`config.mk`:
```
export PLATFORM = sky130hd
export DESIGN_NAME = bcd_conv_flat
export DESIGN_NICKNAME = d
export VERILOG_FILES = /design/src/rtl/bcd_conv_if.sv /design/src/rtl/bcd_conv.sv /design/src/flat_wrapper.sv
export SDC_FILE = /design/constraint.sdc
export NUM_CORES = 1
export LEC_CHECK = 0
export BUFFER_PORTS_ARGS = -buffer_cell sky130_fd_sc_hd__buf_4
export CAP_MARGIN = 20
export CELL_PAD_IN_SITES_DETAIL_PLACEMENT = 1
export CELL_PAD_IN_SITES_GLOBAL_PLACEMENT = 2
export CORE_ASPECT_RATIO = 0.5
export CORE_MARGIN = 1
export CORE_UTILIZATION = 34
export DETAILED_ROUTE_END_ITERATION = 16
export PLACE_DENSITY = 0.82
export SYNTH_ARGS = -nofsm -noshare
export SYNTH_HDL_FRONTEND = slang
export SYNTH_SLANG_ARGS = --single-unit
```
`constraint.sdc`:
```
create_clock -name t -period 2.7 [get_ports t]
set_clock_uncertainty 0.2 [all_clocks]
set_input_delay 0.27 -clock t [delete_from_list [all_inputs] [get_ports t]]
set_output_delay 0.27 -clock t [all_outputs]
set_load 0.05 [all_outputs]
```
`src/rtl/bcd_conv_if.sv`:
```
// Request/result bundle between the arithmetic blocks and the BCD converter.
// The arithmetic side drives the master modport.
// The converter presents the slave modport.
interface bcd_conv_if #(
  parameter int W = 20,
  parameter int N = 7
);
  logic             s;
  logic [W-1:0]     a;
  logic             busy;
  logic             done;
  logic [4*N-1:0]   d;
  logic [2:0]       nd;

  modport master (output s, output a, input busy, input done, input d, input nd);
  modport slave  (input s, input a, output busy, output done, output d, output nd);
endinterface

```
`src/rtl/bcd_conv.sv`:
```
// Sequential double-dabble binary-to-BCD converter, one input bit per clock.
// It produces packed BCD digits and a significant-digit count for the display stage.
module bcd_conv #(
  parameter int W = 20,
  parameter int N = 7
) (
  input  logic      t,
  input  logic      c,
  bcd_conv_if.slave bus
);

  localparam int SW = 4*N + W;

  typedef enum logic {IDLE, SHIFT} state_t;

  state_t          state_q, state_d;
  logic [SW-1:0]   sr_q, sr_d, sr_shift;
  logic [4:0]      i_q, i_d;
  logic [4*N-1:0]  d_q, d_d;
  logic [2:0]      nd_q, nd_d;
  logic            done_q, done_d;
  logic            last;

  // Add 3 to every digit >= 5; all digits judged on the pre-correction value
  function automatic logic [4*N-1:0] add3(input logic [4*N-1:0] bcd);
    logic [4*N-1:0] r;
    r = bcd;
    for (int j = 0; j < N; j++) begin
      if (bcd[4*j +: 4] >= 4'd5) r[4*j +: 4] = bcd[4*j +: 4] + 4'd3;
    end
    return r;
  endfunction

  // One plus the index of the highest nonzero digit, or 1 when all digits are zero
  function automatic logic [2:0] sig_digits(input logic [4*N-1:0] bcd);
    logic [2:0] n;
    n = 3'd1;
    for (int j = 0; j < N; j++) begin
      if (bcd[4*j +: 4] != 4'd0) n = 3'(j + 1);
    end
    return n;
  endfunction

  // One iteration: correct the BCD digits, then shift the whole register left
  always_comb begin
    sr_shift = {add3(sr_q[SW-1:W]), sr_q[W-1:0]} << 1;
    last     = (state_q == SHIFT) && (i_q == 5'(W - 1));
  end

  // State register and datapath flops, with reset taking priority
  always_ff @(posedge t) begin
    if (c) begin
      state_q <= IDLE;
      sr_q    <= '0;
      i_q     <= '0;
      d_q     <= '0;
      nd_q    <= 3'd1;
      done_q  <= 1'b0;
    end else begin
      state_q <= state_d;
      sr_q    <= sr_d;
      i_q     <= i_d;
      d_q     <= d_d;
      nd_q    <= nd_d;
      done_q  <= done_d;
    end
  end

  // Next-state logic: accept a request in IDLE, leave SHIFT after the last bit
  always_comb begin
    state_d = state_q;
    case (state_q)
      IDLE:    if (bus.s) state_d = SHIFT;
      SHIFT:   if (last)  state_d = IDLE;
      default: state_d = IDLE;
    endcase
  end

  // Datapath next values: load on accept, iterate in SHIFT, publish on the last bit
  always_comb begin
    sr_d   = sr_q;
    i_d    = i_q;
    d_d    = d_q;
    nd_d   = nd_q;
    done_d = 1'b0;
    if (state_q == IDLE) begin
      if (bus.s) begin
        sr_d = {{(4*N){1'b0}}, bus.a};
        i_d  = '0;
      end
    end else begin
      sr_d = sr_shift;
      i_d  = i_q + 5'd1;
      if (last) begin
        d_d    = sr_shift[SW-1:W];
        nd_d   = sig_digits(sr_shift[SW-1:W]);
        done_d = 1'b1;
      end
    end
  end

  // Outputs come straight from flops
  always_comb begin
    bus.busy = (state_q == SHIFT);
    bus.done = done_q;
    bus.d    = d_q;
    bus.nd   = nd_q;
  end

endmodule

```
`src/flat_wrapper.sv`:
```
// flat-port wrapper written by rule: the top's interface ports become plain ports
module bcd_conv_flat 
#(
  parameter int W = 20,
  parameter int N = 7
)
  (t, c, bus_s, bus_a, bus_busy, bus_done, bus_d, bus_nd);
  bcd_conv_if #(.W(W), .N(N)) bus_i ();
  input  logic t;
  input  logic c;
  input wire logic [$bits(bus_i.s)-1:0] bus_s;
  input wire logic [$bits(bus_i.a)-1:0] bus_a;
  output wire logic [$bits(bus_i.busy)-1:0] bus_busy;
  output wire logic [$bits(bus_i.done)-1:0] bus_done;
  output wire logic [$bits(bus_i.d)-1:0] bus_d;
  output wire logic [$bits(bus_i.nd)-1:0] bus_nd;
  assign bus_i.s = bus_s;
  assign bus_i.a = bus_a;
  assign bus_busy = bus_i.busy;
  assign bus_done = bus_i.done;
  assign bus_d = bus_i.d;
  assign bus_nd = bus_i.nd;
  bcd_conv #(.W(W), .N(N)) u_core (.t(t), .c(c), .bus(bus_i));
endmodule
```
==> reports/metrics.yaml <==
outcome: "finished, final reports clean"
p_int_mw: 2.09
ios: 56
timing.max_cap.violations: 0
clockRootBuffer: "clkbuf_16"
vdd_ir_drop_max_mv: 0.233
clk_path_buf_depth: 2
timing.fmax_mhz: 405
instances_no_fill: 734
holdCritStartpoint: "bus_a[0]"
worstHoldPathCells: 3
num_rows: 28
min_path_type: "input port to flop"
cp-end-kind: "flop"
grtUsageTotal: 0.170
core_region_area_um2: 11800
setup_viol: 0
power.share.clock: 0.458
met2_usage: 0.278
r2r-end: "u_core.bus.nd[0]"
die_x_um: 158
synth_cells: 519
ys_warn_count: 0
grt_pass1_wl_um: 16900
antenna_found_initial: 0
fin_setup_tns_ns: 0
grt_max_degree: 59
p_sw_mw: 0.630
use_met3: 0.0502
final.fill_count: 1452
grt_pass1_vias: 3523
design_area_um2: 5020
yosysTopAreaCellShare: 0.415
dp_cells: 719
nets: 603
synth_area_leaders: "dfxtp_1, a21oi_1, nor2_1"
rsz0062_at_grt: "no"
startpoint_type: "flop"
synthArstFlopShare: 0
firstDrtPassIters: 4
cts_buffers: 9
gp_congestion: 0.772
timing.rr.start: "u_core.sr_q[37]"
post_cts_buffers: 0
pre_cts_slack_ns: 0.261
power.leakage_nw: 2.07
max_slew_margin: 0.564
syn_nets: 557
cts.sinks: 86
utilization: 0.424
hold_buffers: 0
cts_tree: "done"
synth_area_per_cell_um2: 8.00
drtIter0Drc: 143
dpl-instance-area_um2: 4730
io_buffer_count: 55
ys_ff_latch: 86
p_total_mw: 2.72
clk_latency_ns: 0.34
gr-total-overflow: 0
fp.dieH_um: 80.1
diodes: 0
yosys-top-cells-count: "nor2_1, dfxtp_1, a21oi_1"
crit_arrival_ns: 2.49
yosysTopAreaCell: "dfxtp_1"
dp_hpwl_um: 6860
drt-wirelength-per-cell_um: 13.8
cts_max_level: 3
hold_viol: 0
power_density_nw_per_um2: 542
reg2reg_slack_ns: 0.23
use_met1: 0.221
vias: 3577
cts_resized: 0
path_clk_slew_ns: 0.06
switching_share: 0.232
post-synth-top-count-cell: "nor2_1"
min_period_over_period: 0.914
yosysSeqAreaShare: 0.415
min_period_ns: 2.47
worst_slack_ns: 0.232
worst_pin_slew_ns: 0.653
start_util: 0.351
antenna_left: 0
grt_busiest_layer: "met2"
min_to: "u_core.sr_q[0]"
drt-total-wl_um: 10100
ys_types: 41
reg2reg_depth: 8
synthFlopType: "dfxtp_1"
crit_type: "flop to flop"
dieArea_um2: 12700
layout-drive-gt1-share: 0.160
slew_viol_final: 0
required_ns: 2.72
hold_slack_ns: 0.0437
vias_per_cell: 4.87
cp_max_fo: 5
combinationalPowerShare: 0.061
drc_errors: 0
syn_area_um2: 4150
syn_to_final_growth_pct: 20.9
seqPwrFrac: 0.481
synth_edf_count: 0
-- registers in the layout, summed over array words and instances, names as in the netlist --
register         flops
u_core.sr_q         48
u_core.bus.done      1
u_core.i_q           5
u_core.bus.d        28
u_core.bus.busy      1
u_core.bus.nd        3
-- layer usage --
| layer | share of wire | vias up | wire, um |
|---|---|---|---|
| met3 | 0.038 | 9 | 382 |
| met1 | 0.51 | 1679 | 5180 |
| li1 | - | 1845 | - |
| met2 | 0.44 | 44 | 4470 |
| met4 | 0.0082 | 0 | 83 |
| met5 | 0 | - | 0 |
-- area by class of cell --
class | count | area [um^2] | area share
clock inverters | 4 | 47.5 | 0.00948
clock buffers | 11 | 243 | 0.0484
multi-input cells | 382 | 2220 | 0.442
well taps | 165 | 206 | 0.0411
flip-flops and latches | 86 | 1730 | 0.344
repair buffers | 68 | 510 | 0.102
inverters | 18 | 67.6 | 0.0135
-- worst max-delay path, stage by stage, from the launching register on --
cell and delay, ns:
dfxtp_1 0.33, inv_1 0.09, ha_1 0.19, nand2b_1 0.15, a21oi_1 0.37, mux2i_1 0.26
or3b_2 0.49, a2111oi_4 0.19, nor2_1 0.07
-- kinds of logic after synthesis --
family,count (synthesis),share of synthesized area
xor+xnor,9,0.0190
compound gates,108,0.150
mux,31,0.0747
buf+inv,51,0.0512
simple gates,219,0.245
fa+ha+maj,15,0.0452
flops,86,0.415
-- layout by cell type, fill, tap and decap left out, types with 2 or more instances in the layout --
cell and instances:
nor2_1 96, dfxtp_1 85, a21oi_1 74, buf_4 68
nand2_1 56, mux2i_1 31, nor3_1 22, inv_1 18
nor3b_1 17, ha_1 15, nand2b_1 11, o21ai_0 11
xnor2_1 9, clkbuf_16 9, a211oi_1 5, a21o_1 4
a32oi_1 4, nand3_1 4, nor4_2 2, and4_1 2
clkinv_2 2
-- worst max path at each step --
stage | startpoint | to | slack, ns | cells past startpoint
floorplan | u_core.bus.busy | u_core.bus.nd[0] | 0.31 | 6
global placement | u_core.sr_q[37] | u_core.bus.nd[0] | 0.35 | 8
detailed placement | u_core.sr_q[37] | u_core.bus.nd[0] | 0.26 | 8
CTS | u_core.sr_q[37] | u_core.bus.nd[0] | 0.22 | 8
global route | u_core.sr_q[37] | u_core.bus.nd[0] | 0.06 | 8
finish | u_core.sr_q[37] | u_core.bus.nd[0] | 0.23 | 8
-- power groups by stage --
stage	sequential [mW]	clock (mW)	combinational, mW
after floorplan	1.33	0	0.119
after global placement	1.34	0	0.166
after detailed placement	1.34	0	0.169
after CTS	1.31	1.29	0.169
after global routing	1.31	1.34	0.187
final	1.31	1.25	0.165
No activity file was read; power rests on OpenSTA's default activity.
